## config.mk

```make
export PLATFORM = sky130hd
export DESIGN_NAME = ssd_scan_engine
export DESIGN_NICKNAME = d
export VERILOG_FILES = /design/src/rtl/ssd_scan_engine.sv
export SDC_FILE = /design/constraint.sdc
export NUM_CORES = 1
export LEC_CHECK = 0
export BUFFER_PORTS_ARGS = -buffer_cell sky130_fd_sc_hd__buf_2
export CAP_MARGIN = 10
export CORE_MARGIN = 2
export CORE_UTILIZATION = 30
export CTS_BUF_LIST = sky130_fd_sc_hd__clkbuf_16
export DETAILED_ROUTE_END_ITERATION = 8
export HOLD_SLACK_MARGIN = 0.15
export PLACE_DENSITY = 0.55
export SYNTH_ARGS = -nofsm -noshare
export SYNTH_HDL_FRONTEND = slang
export SYNTH_SLANG_ARGS = --single-unit
```

## constraint.sdc

```tcl
create_clock -name clk -period 7.5 [get_ports clk]
set_input_delay 0.75 -clock clk [delete_from_list [all_inputs] [get_ports clk]]
set_output_delay 0.75 -clock clk [all_outputs]
set_load 0.005 [all_outputs]
```

## src/rtl/ssd_scan_engine.sv

```systemverilog
// Self-timed multiplexed 7-segment scan controller with double-buffered digit data,
// per-digit blank/blink masks. Define SSD_LZB_EN to enable leading-zero blanking.
module ssd_scan_engine #(
   parameter int unsigned DIGITS       = 4,
   parameter int unsigned BCD_W        = 4,
   parameter int unsigned SCAN_DIV     = 17,
   parameter int unsigned BLINK_FRAMES = 64
) (
   input  logic                      clk,
   input  logic                      rst,
   input  logic [DIGITS*BCD_W-1:0]   digits_in,
   input  logic [DIGITS-1:0]         blank_in,
   input  logic [DIGITS-1:0]         blink_in,
   input  logic                      load,
   output logic                      load_ack,
   output logic [DIGITS-1:0]         ssd_ctl,
   output logic [BCD_W-1:0]          ssd_in,
   output logic                      frame_start
);

   localparam int unsigned DW    = DIGITS * BCD_W;
   localparam int unsigned IDX_W = (DIGITS > 1) ? $clog2(DIGITS) : 1;
   localparam int unsigned FC_W  = (BLINK_FRAMES > 1) ? $clog2(BLINK_FRAMES) : 1;

   logic [SCAN_DIV-1:0] cnt_q,        cnt_d;
   logic [IDX_W-1:0]    idx_q,        idx_d;
   logic [FC_W-1:0]     fcnt_q,       fcnt_d;
   logic                phase_off_q,  phase_off_d;
   logic                pend_q,       pend_d;
   logic [DW-1:0]       pend_dig_q,   pend_dig_d;
   logic [DIGITS-1:0]   pend_blank_q, pend_blank_d;
   logic [DIGITS-1:0]   pend_blink_q, pend_blink_d;
   logic [DW-1:0]       disp_dig_q,   disp_dig_d;
   logic [DIGITS-1:0]   disp_blank_q, disp_blank_d;
   logic [DIGITS-1:0]   disp_blink_q, disp_blink_d;
   logic [DIGITS-1:0]   ssd_ctl_q,    ssd_ctl_d;
   logic [BCD_W-1:0]    ssd_in_q,     ssd_in_d;
   logic                load_ack_q,   load_ack_d;
   logic                fs_q,         fs_d;

   logic                tick_c;
   logic                boundary_c;
   logic                dark_c;
   logic [DIGITS-1:0]   lz_c;

`ifdef SSD_LZB_EN
   // A digit is leading-zero dark while it and every higher digit hold code 0; digit 0 never.
   always_comb begin
      logic run;
      run  = 1'b1;
      lz_c = '0;
      for (int k = DIGITS - 1; k >= 1; k--) begin
         run     = run & (disp_dig_d[k*BCD_W +: BCD_W] == '0);
         lz_c[k] = run;
      end
   end
`else
   assign lz_c = '0;
`endif

   // Next-state and registered-output computation
   always_comb begin
      tick_c       = &cnt_q;
      boundary_c   = tick_c && (idx_q == IDX_W'(DIGITS - 1));

      cnt_d        = cnt_q + SCAN_DIV'(1);
      idx_d        = idx_q;
      fcnt_d       = fcnt_q;
      phase_off_d  = phase_off_q;
      pend_d       = pend_q;
      pend_dig_d   = pend_dig_q;
      pend_blank_d = pend_blank_q;
      pend_blink_d = pend_blink_q;
      disp_dig_d   = disp_dig_q;
      disp_blank_d = disp_blank_q;
      disp_blink_d = disp_blink_q;
      load_ack_d   = 1'b0;
      fs_d         = boundary_c;
      ssd_ctl_d    = '1;
      ssd_in_d     = '0;
      dark_c       = 1'b0;

      if (tick_c) begin
         idx_d = boundary_c ? '0 : idx_q + IDX_W'(1);
      end

      if (load) begin
         pend_d       = 1'b1;
         pend_dig_d   = digits_in;
         pend_blank_d = blank_in;
         pend_blink_d = blink_in;
      end

      // Commit at frame end; a load landing on the boundary bypasses the pending buffer
      if (boundary_c) begin
         if (load) begin
            disp_dig_d   = digits_in;
            disp_blank_d = blank_in;
            disp_blink_d = blink_in;
            pend_d       = 1'b0;
            load_ack_d   = 1'b1;
         end else if (pend_q) begin
            disp_dig_d   = pend_dig_q;
            disp_blank_d = pend_blank_q;
            disp_blink_d = pend_blink_q;
            pend_d       = 1'b0;
            load_ack_d   = 1'b1;
         end
         if (fcnt_q == FC_W'(BLINK_FRAMES - 1)) begin
            fcnt_d      = '0;
            phase_off_d = ~phase_off_q;
         end else begin
            fcnt_d = fcnt_q + FC_W'(1);
         end
      end

      for (int k = 0; k < DIGITS; k++) begin
         if (idx_d == IDX_W'(k)) begin
            ssd_in_d = disp_dig_d[k*BCD_W +: BCD_W];
            dark_c   = disp_blank_d[k] | (disp_blink_d[k] & phase_off_d) | lz_c[k];
         end
      end
      for (int k = 0; k < DIGITS; k++) begin
         if (!dark_c && (idx_d == IDX_W'(k))) begin
            ssd_ctl_d[k] = 1'b0;
         end
      end
   end

   always_ff @(posedge clk or posedge rst) begin
      if (rst) begin
         cnt_q        <= '0;
         idx_q        <= '0;
         fcnt_q       <= '0;
         phase_off_q  <= 1'b0;
         pend_q       <= 1'b0;
         pend_dig_q   <= '0;
         pend_blank_q <= '0;
         pend_blink_q <= '0;
         disp_dig_q   <= '0;
         disp_blank_q <= '1;
         disp_blink_q <= '0;
         ssd_ctl_q    <= '1;
         ssd_in_q     <= '0;
         load_ack_q   <= 1'b0;
         fs_q         <= 1'b0;
      end else begin
         cnt_q        <= cnt_d;
         idx_q        <= idx_d;
         fcnt_q       <= fcnt_d;
         phase_off_q  <= phase_off_d;
         pend_q       <= pend_d;
         pend_dig_q   <= pend_dig_d;
         pend_blank_q <= pend_blank_d;
         pend_blink_q <= pend_blink_d;
         disp_dig_q   <= disp_dig_d;
         disp_blank_q <= disp_blank_d;
         disp_blink_q <= disp_blink_d;
         ssd_ctl_q    <= ssd_ctl_d;
         ssd_in_q     <= ssd_in_d;
         load_ack_q   <= load_ack_d;
         fs_q         <= fs_d;
      end
   end

   assign ssd_ctl     = ssd_ctl_q;
   assign ssd_in      = ssd_in_q;
   assign load_ack    = load_ack_q;
   assign frame_start = fs_q;

endmodule

```

After elaboration in Yosys (flattened, before gate mapping)
Index checks and enable logic that the tools add are counted.
- bits of input ports: 27
- output and inout bits: 10
- register bits: 85
- logic and storage cells: 73
- $add $sub $neg: 3
- reductions and logical operators: 8
- bitwise logic cells: 9
- equal/unequal tests: 5
- multiplexer cells: 33
- operators by type and width (kind ; number):
    16-bit 2-to-1 mux ; 3
    4-bit 2-to-1 mux ; 10
    17-bit by 1-bit adder with 17-bit output (second input constant) ; 1
    1-bit 2-to-1 mux ; 17
    17-bit AND reduction ; 1
    6-bit by 1-bit adder with 6-bit output (second input constant) ; 1
    2-bit == test (second input constant) ; 3
    6-bit == test (second input constant) ; 1
    6-bit 2-to-1 mux ; 1
    1-bit logical AND ; 5
    1-bit AND ; 4
    2-bit 2-to-1 mux ; 2
    1-bit bitwise OR ; 4
    2-bit by 1-bit adder with 2-bit output (second input constant) ; 1
    2-bit by 1-bit == test with 1-bit output (second input constant) ; 1
    2-bit logical NOT ; 1
    1-bit logical NOT ; 1
    1-bit inverter ; 1

Depth between registers and ports, before layout
- depth in word-level cells: 12
- gate-level depth with buffers: 12
- depth with buffers taken out: 10

Least setup slack after synthesis
OpenSTA, ideal clock, no wires.
- path kind: reg-to-reg
- from: register cnt_q[2]
- to: register ssd_ctl_q[3] (netlist: ssd_ctl[3])
- required time: 7411 ps
- setup time: 89 ps
- arrival: 2256 ps
- cell stages (with the launch flop): 13
- setup slack: 5155 ps
- period minus slack after synthesis: 2345 ps
- buffers on the path: 2
- cell sequence: dfrtp_1 > and4_1 > and3_1 > nand3_1 > nor2_1 > ha_1 > buf_4 > or3b_1 > and2_1 > buf_6 > inv_2 > o2111a_1 > o21ai_1
- longest elaborated chain between the ends: 12
- elaborated cells between the ends (all ways): 26
- those cells by class: 3 x eq/ne; 10 x mux; 8 x bitwise; 5 x reduce/logical
- ends and longest elaborated chain (element ; line ; text):
    from (decl) ; 25 ; logic [SCAN_DIV-1:0] cnt_q, cnt_d;
    from (signal assigned) ; 148 ; cnt_q <= cnt_d;
    17-bit AND reduction (*) ; 63 ; tick_c = &cnt_q;
    1-bit logical AND ; 64 ; boundary_c = tick_c && (idx_q == IDX_W'(DIGITS - 1));
    2-bit 2-to-1 mux ; 84 ; idx_d = boundary_c ? '0 : idx_q + IDX_W'(1);
    2-bit 2-to-1 mux (*) ; 83 ; if (tick_c) begin
    via idx_d[0] ; 26 ; logic [IDX_W-1:0] idx_q, idx_d;
    2-bit logical NOT ; 118 ; if (idx_d == IDX_W'(k)) begin
    1-bit 2-to-1 mux (4 in series) ; 118 ;
    1-bit logical NOT ; 124 ; if (!dark_c && (idx_d == IDX_W'(k))) begin
    1-bit logical AND (*) ; 124 ;
    1-bit 2-to-1 mux (*) ; 124 ;
    via ssd_ctl_d[3] ; 36 ; logic [DIGITS-1:0] ssd_ctl_q, ssd_ctl_d;
    to (signal assigned) ; 159 ; ssd_ctl_q <= ssd_ctl_d;
    to (decl) ; 36 ;
Mark *: on every way through the listed nets, which the timed path passes. The rest lies on a longest branch.
A chain may end at the register's enable or synchronous reset.

Worst setup path in the final report
- from: register cnt_q[2]
- to: register ssd_in_q[3] (netlist: ssd_in[3])
- longest elaborated chain between the ends: 9
- elaborated cells between the ends (all ways): 13
- those cells by class: 3 x eq/ne; 7 x mux; 3 x reduce/logical
- ends and longest elaborated chain (element ; line ; text):
    17-bit AND reduction (*) ; 63 ;
    1-bit logical AND ; 64 ;
    2-bit 2-to-1 mux ; 84 ;
    2-bit 2-to-1 mux (*) ; 83 ;
    via idx_d[1] ; 26 ;
    2-bit logical NOT ; 118 ;
    4-bit 2-to-1 mux (3 in series) ; 118 ;
    4-bit 2-to-1 mux (*) ; 118 ;
    via ssd_in_d[3] ; 37 ; logic [BCD_W-1:0] ssd_in_q, ssd_in_d;
    to (signal assigned) ; 160 ; ssd_in_q <= ssd_in_d;
    to (decl) ; 37 ;
Marked as above.

==> reports/metrics.cfg <==
[worst_hold_path]
hold_class=register to register
whs_path_depth=1
hold_path_end=cnt_q[0]
hp-start=cnt_q[0]

[clock_network]
clock_latency_ns=0.33
htreeDepth=3
clock-sinks=85
cts_root_buf=clkbuf_16
clk_path_buf_depth=2
post-cts-setup-buffer-count=0
cts_buffers=9
cts_tree=yes
cts_hold_repair.buffers=0
cts_resized=0
clk_pin_slew_worst_paths_ns=0.06

[floorplanning]
die-area_sq_um=12700
die_w_microns=113
initial_core_util_pct=30.9
design.portCount=37
fp-row-count=39
core_area_sq_um=11500
die_y_microns=113

[logic_synthesis]
ys_seq_elements=85
ys_seq_area_share_pct=60.1
syn_inst=265
synth_area_sq_um=3560
ys.warnings.count=0
synth_nets=296
syn-mean-instance-area_sq_um=13.4
ys_types=41

[worst_setup_path]
cp_num_buf_inv=1
critPathMaxStageDelay_ns=0.48
crit_path_cell_trace=and4_1 > and3_1 > nand3_1 > nor2_1 > ha_1 > mux2i_4 > inv_1 > mux2i_1 > mux2i_1
critPathKind=register to register
r2r_cells=9
worstReg2RegStart=cnt_q[2]
critical-path-top-delay-family=simple AND/OR/NAND/NOR gates
cp_max_fo=8
cp_data_required_time_ns=7.69
crit_path_end_kind=register
reg2reg_to=ssd_in[3]
critPathLaunchType=register
slowest_stage=mux2i_4
critical_path_arrival_ns=2.93
rrSetupSlack_ns=4.77
critPathMostFrequentCell=mux2i_1

[timing]
setup_viol=0
setup_tns_ns=0
timing.final.crit_share_pct=36.4
drv_slew=0
rsz0062_at_grt=no
skew_ns=0.00727
hold_viol_final=0
max_freq_mhz=366
worst_pin_slew_ns=1.05
finalCriticalPeriod_ns=2.73
slew_headroom_pct=29.9
hold_slack_ns=0.441

[grt]
grt-ovfl-total=0
antenna_found_initial=0
grt_pass1_vias=2063
grt_pass1_wl_mm=10.3
grt_start_max_net_pins=86
gr-usage-all-layers_pct=10.1

[power]
leakagePower_uw=0.00206
worst_ir_drop_vdd_uv=126
fin_total_pwr_uw=992
powerDensity_nw_per_um2=238

[placement]
gp_congestion=0.736
portBuffers=36
hpwl_mm=3.91

[drt]
drc_errors=5
routed_wl_mm=5.89
vias=2014
drtAntennaViolNets=0
routedWlPerCell_microns=13.0
via_per_inst=4.45
firstDrtPassIters=6
drt_iter0_drc=139

[run_status]
violations=design-rule violations
status=complete, but fails checks

[layout]
drive_above_1_share_pct=33.5
syn_to_final_growth_pct=17.2
nets=336
nFillCells=1123
num_antenna_cells=0
fin_util_pct=36.2

[job]
drv_cap=0

stage by stage:
step,setup slack [ns],instance area (sq um),instances
after floorplan,4.57,3560,265
after global placement,4.81,3840,437
after detailed placement,4.71,3840,437
after CTS,4.70,4170,453
after global routing,4.39,4170,453
final,4.77,4170,453
registers in the layout (all words and copies together), names as in the netlist:
name	cells
disp_blink_q	4
disp_blank_q	4
ssd_in	4
disp_dig_q	16
ssd_ctl	4
pend_blink_q	4
phase_off_q	1
fcnt_q	6
load_ack	1
pend_q	1
frame_start	1
pend_dig_q	16
cnt_q	17
idx_q	2
pend_blank_q	4
cells in the mapped netlist:
library cell / instances / area [sq um]
or3b_1: 1 / 8.76
buf_6: 4 / 45.0
mux2_4: 12 / 180
nand2_1: 22 / 82.6
o211ai_2: 1 / 12.5
or2_2: 1 / 6.26
a21oi_1: 5 / 25.0
o32ai_1: 1 / 8.76
nand4_1: 5 / 31.3
nand3b_1: 1 / 7.51
clkbuf_1: 1 / 3.75
buf_4: 2 / 15.0
nand2b_1: 3 / 18.8
nor2_1: 9 / 33.8
and2_1: 3 / 18.8
a31oi_1: 1 / 6.26
xnor2_1: 15 / 131
o21ai_1: 1 / 5.00
inv_2: 2 / 7.51
mux2i_1: 13 / 130
o21bai_1: 2 / 15.0
o221ai_1: 1 / 8.76
xor2_1: 2 / 17.5
o31ai_1: 1 / 7.51
a32oi_1: 1 / 8.76
o21ai_0: 6 / 30.0
buf_12: 1 / 20.0
buf_2: 1 / 5.00
dfrtp_1: 77 / 1930
ha_1: 4 / 50.1
o2111ai_1: 1 / 8.76
and3_1: 5 / 31.3
mux2i_4: 1 / 22.5
and4_1: 2 / 17.5
o2111a_1: 1 / 11.3
a21boi_1: 2 / 15.0
dfstp_2: 8 / 210
inv_1: 12 / 45.0
nand3_1: 8 / 40.0
mux2_2: 25 / 282
o22ai_1: 1 / 6.26
cells in the final DEF (no fill, tap or decap), types with 3 or more instances in the layout:
cell and n:
nor2_1 9, and2_1 3, inv_1 11, dfstp_2 8, xnor2_1 15, mux2_4 12
buf_2 36, o21ai_0 6, mux2_2 25, mux2i_1 13, nand3_1 8, dfrtp_1 77
ha_1 4, nand2_1 22, nand2b_1 3, clkbuf_16 9, and3_1 5, a21oi_1 5
nand4_1 5
routing by layer:
metal | part of all wire (%) | global-route usage [%] | vias up
met1 | 49 | 13.9 | 986
li1 | - | - | 995
met4 | 1.4 | 3.66 | 0
met3 | 3.6 | 3.27 | 6
met2 | 46 | 15.1 | 27
met5 | 0 | 0 | -
kinds of logic after synthesis:
logic type / count (synthesis) / share of synthesized area (%)
simple gates: 60 / 8.34
xor+xnor: 17 / 4.19
flops: 85 / 60.1
compound gates: 25 / 4.75
fa+ha+maj: 4 / 1.41
buf+inv: 23 / 3.97
mux: 51 / 17.3
area by class of cell:
type / count / area, sq um / share of cell area [%]
inverters: 14 / 53.8 / 1.29
multi-input cells: 157 / 1280 / 30.7
well taps: 143 / 179 / 4.29
clock inverters: 7 / 98.8 / 2.37
repair buffers: 38 / 195 / 4.68
clock buffers: 9 / 225 / 5.40
flip-flops and latches: 85 / 2140 / 51.3
power by group:
part           leakage (uW)  switching, uW  internal [uW]
Sequential          0.00108           3.67            472
Combinational      0.000827           21.6           20.3
Clock              0.000151            181            293
how the worst max path moves through the flow:
stage | cells after the start | from | to
final | 9 | cnt_q[2] | ssd_in[3]
after detailed placement | 10 | cnt_q[2] | ssd_ctl[0]
after floorplan | 1 | rst | cnt_q[0]
after global placement | 10 | cnt_q[2] | ssd_ctl[0]
after CTS | 9 | cnt_q[2] | ssd_in[3]
after global routing | 10 | cnt_q[2] | ssd_ctl[0]
Note: power is estimated with default switching activity, not from simulation.
